**config.mk**
```make
export PLATFORM = sky130hd
export DESIGN_NAME = axis_stall_watchdog
export DESIGN_NICKNAME = d
export VERILOG_FILES = /design/src/rtl/axis_stall_watchdog.sv
export SDC_FILE = /design/constraint.sdc
export NUM_CORES = 1
export LEC_CHECK = 0
export ABC_AREA = 1
export CAP_MARGIN = 10
export CORE_ASPECT_RATIO = 1.4
export CORE_MARGIN = 2
export CORE_UTILIZATION = 25
export CTS_BUF_LIST = sky130_fd_sc_hd__clkbuf_4
export CTS_CLUSTER_DIAMETER = 200
export DETAILED_ROUTE_END_ITERATION = 8
export SYNTH_ARGS = -nofsm -noshare
export SYNTH_HDL_FRONTEND = slang
export SYNTH_SLANG_ARGS = --single-unit
```
**constraint.sdc**
```tcl
create_clock -name ap_clk -period 2.2 [get_ports ap_clk]
set_input_delay 0.22 -clock ap_clk [delete_from_list [all_inputs] [get_ports ap_clk]]
set_output_delay 0.22 -clock ap_clk [all_outputs]
set_load 0.01 [all_outputs]
```
**src/rtl/axis_stall_watchdog.sv**
```systemverilog
// Stall/deadlock watchdog for AXIS channels: debounces qualified stalls per channel
// and latches a sticky kernel-block flag with the channel(s) that caused it.
module axis_stall_watchdog #(
    parameter int N_CH   = 5,
    parameter int N_BLK  = 1,
    parameter int THRESH = 16
) (
    input  logic              ap_clk,
    input  logic              ap_rst_n,
    input  logic [N_CH-1:0]   axis_block_sigs,
    input  logic [N_CH-1:0]   inst_idle_sigs,
    input  logic [N_BLK-1:0]  inst_block_sigs,
    input  logic              clear,
    output logic              block,
    output logic              block_pulse,
    output logic [N_CH-1:0]   first_block_ch,
    output logic [31:0]       stall_cycles
);

    localparam logic [7:0] THRESH_C = 8'(THRESH);

    typedef enum logic [1:0] {
        ST_MONITOR,
        ST_SUSPECT,
        ST_BLOCKED
    } state_t;

    state_t            r_state;
    logic              r_block;
    logic              r_block_pulse;
    logic [N_CH-1:0]   r_first_block_ch;
    logic [31:0]       r_stall_cycles;
    logic [7:0]        r_cnt      [N_CH];
    logic [7:0]        w_cnt_next [N_CH];
    logic [N_CH-1:0]   w_q;
    logic [N_CH-1:0]   w_stuck_nxt;
    logic              w_ib;
    logic              w_any_q;
    logic              w_any_stuck;
    logic [31:0]       w_stall_inc;

    genvar gi;
    generate
        for (gi = 0; gi < N_CH; gi++) begin : g_ch
            assign w_q[gi] = axis_block_sigs[gi] & ~inst_idle_sigs[gi];

            // Counter saturates at THRESH so a channel stays "stuck" while its stall persists.
            always_comb begin
                w_cnt_next[gi] = 8'd0;
                if (!clear && w_q[gi])
                    w_cnt_next[gi] = (r_cnt[gi] == THRESH_C) ? THRESH_C : r_cnt[gi] + 8'd1;
            end

            assign w_stuck_nxt[gi] = (w_cnt_next[gi] == THRESH_C);

            always_ff @(posedge ap_clk or negedge ap_rst_n) begin
                if (!ap_rst_n)
                    r_cnt[gi] <= 8'd0;
                else
                    r_cnt[gi] <= w_cnt_next[gi];
            end
        end
    endgenerate

    assign w_ib        = |inst_block_sigs;
    assign w_any_q     = |w_q;
    assign w_any_stuck = |w_stuck_nxt;
    assign w_stall_inc = (r_stall_cycles == 32'hFFFF_FFFF) ? r_stall_cycles : r_stall_cycles + 32'd1;

    always_ff @(posedge ap_clk or negedge ap_rst_n) begin
        if (!ap_rst_n) begin
            r_state          <= ST_MONITOR;
            r_block          <= 1'b0;
            r_block_pulse    <= 1'b0;
            r_first_block_ch <= '0;
            r_stall_cycles   <= 32'd0;
        end else if (clear) begin
            r_state          <= ST_MONITOR;
            r_block          <= 1'b0;
            r_block_pulse    <= 1'b0;
            r_first_block_ch <= '0;
            r_stall_cycles   <= 32'd0;
        end else begin
            r_block_pulse <= 1'b0;
            case (r_state)
                ST_MONITOR: begin
                    if (w_ib) begin
                        r_state          <= ST_BLOCKED;
                        r_block          <= 1'b1;
                        r_block_pulse    <= 1'b1;
                        r_first_block_ch <= w_stuck_nxt;
                    end else if (w_any_q) begin
                        r_state <= ST_SUSPECT;
                    end
                end
                ST_SUSPECT: begin
                    if (w_any_stuck || w_ib) begin
                        r_state          <= ST_BLOCKED;
                        r_block          <= 1'b1;
                        r_block_pulse    <= 1'b1;
                        r_first_block_ch <= w_stuck_nxt;
                        r_stall_cycles   <= w_stall_inc;
                    end else if (!w_any_q) begin
                        r_state        <= ST_MONITOR;
                        r_stall_cycles <= 32'd0;
                    end else begin
                        r_stall_cycles <= w_stall_inc;
                    end
                end
                ST_BLOCKED: begin
                    r_stall_cycles <= w_stall_inc;
                end
                default: begin
                    r_state        <= ST_MONITOR;
                    r_block        <= 1'b0;
                    r_stall_cycles <= 32'd0;
                end
            endcase
        end
    end

    assign block          = r_block;
    assign block_pulse    = r_block_pulse;
    assign first_block_ch = r_first_block_ch;
    assign stall_cycles   = r_stall_cycles;

endmodule

```
==> metrics <==
Die X-Extent 128 microns; Via Count 5275; Slew @ Worst Pin 0.458 ns; Post-synth EDFFs 0; CP most frequent cell nand2_1; Crit-path slowest cell dfrtp_1; peak supply drop 0.194 mV; Total Routed Length 14100 microns; CTS buffer count 9; first-pass GRT wire length 22700 microns; Die Ht 178 microns; switch share 0.308; Yosys cell types 44; Rows 63; Ports 53; Clock Skew 0.0303 ns; Cell Chain, Critical Path ha_2, buf_6, xnor2_2, nand3b_1, nand2_1, nor2_2, nand2_2, nand2_1, nor2_1, nand3_1, nand2_2, nand2_8, clkbuf_16, nand2_1, nand2_1; drt wl/cell 12.1 microns; die area 0.0228 sq mm; highest clock rate 477 MHz; post-DP HPWL 10100 microns; clock power share 0.293; grt total ovfl 0; status completed; vias per std cell 4.53; Final Wtd Congestion 0.831; Seq/Total Area, Yosys 0.376; Synth area leader dfrtp_1; final setup fails 0; PwrDens 401 mW/mm^2; leakage power 3.70 nW; Layout area overhead 30.9%; post-synth top area share 0.376; Synthesized Nets 817; Longest Clk Path Bufs 2; CP Buf/Inv Count 2; crit-path max cell delay 0.43 ns; root buffer cell clkbuf_4; yosys warns 0; endpoint class of the critical path flip-flop; IO buf count 52; Critical Path Fanout Max 6; DRC 0; Syn Area/Cell 6.83 sq um; core area 0.0212 sq mm; Worst Path Arrival 2.46 ns; Final #Nets 926; most frequent cells after synthesis nand2_1 (249), inv_1 (129), nor2_1 (86), dfrtp_1 (81), nand3_1 (70); worst endpoint required time 2.57 ns; Crit path max-delay family simple AND/OR/NAND/NOR gates; Tot GR Track Use 0.123; CTS tree done; TritonRoute pass-1 iters 5; sequential power share 0.535; post-route antenna net violation count 0; Slew HR 0.692; clock slew at reported path FFs 0.16 ns; final worst slack 0.105 ns; Iteration-0 DRC Markers 269; cell with the most instances after synthesis nand2_1; number of global-route vias before repair 4909; H-tree levels 3; Final Max Slew Viols 0; Inst Count DP 1129; largest net degree at the start of global routing 40; RSZ-0062 raised after global routing yes; Synth area leaders dfrtp_1 (38%), nand2_1 (17%), inv_1 (9.0%); antenna violations before repair 1; R2R cell count 15; Initial Util 0.254; FF+latch count, synth 81; clock net sink count 81; number of hold violations in the final report 0; crit path time final 2.10 ns; critical path class reg -> reg; Mapped Area 0.00539 sq mm; Post-Layout Cell Count 1165; logic gate share of total power 0.172; PnR Total Power 2.83 mW; P_sw 0.873 mW; Min-Delay Path Class in -> async; share of layout cells above drive strength 1 0.219; worst skew pair latency 0.47 ns; period utilisation layout 0.952; ys async rst share 1.00; pre-CTS setup slack -0.113 ns; Post-Syn Instances 789; Internal Power 1.96 mW; Max Cap Violations 0; Worst Setup Start Kind flip-flop; Crit. path cell count 15; Synth Flop Type dfrtp_1
-- kinds of logic after synthesis --
| kind of cell | count (synthesis) | synth area share |
|---|---|---|
| AOI/OAI and AO/OA | 55 | 0.0604 |
| xor gates and xnor gates | 4 | 0.00650 |
| adders and majority gates | 14 | 0.0325 |
| buffers and inverters | 145 | 0.110 |
| DFF | 81 | 0.376 |
| and+or+nand+nor | 490 | 0.415 |
-- flip-flops by register name, indices dropped and copies added, names as in the netlist --
signal and cells:
block 1, block_pulse 1, first_block_ch 5, r_cnt 40, r_state 2, stall_cycles 32
-- final timing paths --
check	startpoint	slack, ns	to
setup / recovery	r_cnt[16]	0.10	stall_cycles[15]
hold / removal	ap_rst_n	0.14	stall_cycles[26]
setup reg to reg	r_cnt[16]	0.10	stall_cycles[15]
hold reg to reg	block	0.49	block
max in group asynchronous	ap_rst_n	1.37	r_cnt[0]
min in group ap_clk	axis_block_sigs[1]	0.43	r_cnt[28]
-- cells in the final DEF (no fill, tap or decap), types with 4 or more instances in the layout --
| master | n |
|---|---|
| ha_1 | 8 |
| o21ai_0 | 15 |
| dfrtp_2 | 4 |
| inv_1 | 122 |
| nand2_1 | 227 |
| clkbuf_4 | 10 |
| inv_2 | 11 |
| dfrtp_1 | 77 |
| ha_2 | 5 |
| clkdlybuf4s50_1 | 51 |
| nand2_4 | 7 |
| nand3_2 | 16 |
| nor2_1 | 75 |
| buf_12 | 5 |
| nand4_1 | 14 |
| buf_4 | 46 |
| nand3_1 | 59 |
| nor4_1 | 4 |
| nor2_2 | 19 |
| nor3_1 | 10 |
| a21oi_2 | 5 |
| a21oi_1 | 19 |
| nand2_2 | 40 |
| nor2_4 | 5 |
-- power groups by stage --
stage / Sequential [mW] / Clock (mW) / Combinational, mW
4_1_cts: 1.52 / 0.870 / 0.385
3_3_place_gp: 1.54 / 0 / 0.380
2_1_floorplan: 1.55 / 0 / 0.216
5_1_grt: 1.52 / 0.925 / 0.531
6_report: 1.52 / 0.828 / 0.487
3_5_place_dp: 1.54 / 0 / 0.382
-- what timing repair did --
item,CTS,global route
endpoints found under the hold margin,56,0
hold buffers,1,0
gates resized for setup,0,78
setup endpoints to repair,0,40
buffers inserted,0,13
-- per-stage QoR --
stage / utilization / TNS, ns / area, sq um / hold slack (ns)
2_1_floorplan: - / 0 / 5390 / -0.0756
3_3_place_gp: 0.307 / -2.37 / 6500 / 0.120
3_5_place_dp: 0.307 / -3.35 / 6500 / 0.123
4_1_cts: 0.313 / 0 / 6630 / 0.110
5_1_grt: 0.333 / -2.58 / 7060 / 0.139
6_report: 0.333 / 0 / 7060 / 0.136
-- routing by layer --
layer,share of wire,GRT usage,wire length [microns],vias up
met5,0,0,0,-
met3,0.038,0.0211,538,23
met4,0.023,0.0440,320,0
li1,-,-,-,2689
met1,0.43,0.147,6120,2447
met2,0.51,0.220,7150,116
-- cell type report --
type	count	area, sq um
multi-input combinational	563	3000
fill	2236	14100
clock inverter	6	43.8
antenna	2	5.00
clock buffer	10	75.1
tap	260	325
sequential	81	2030
timing repair buffer	108	1060
inverter	135	510
(Power assumes the default switching activity.)
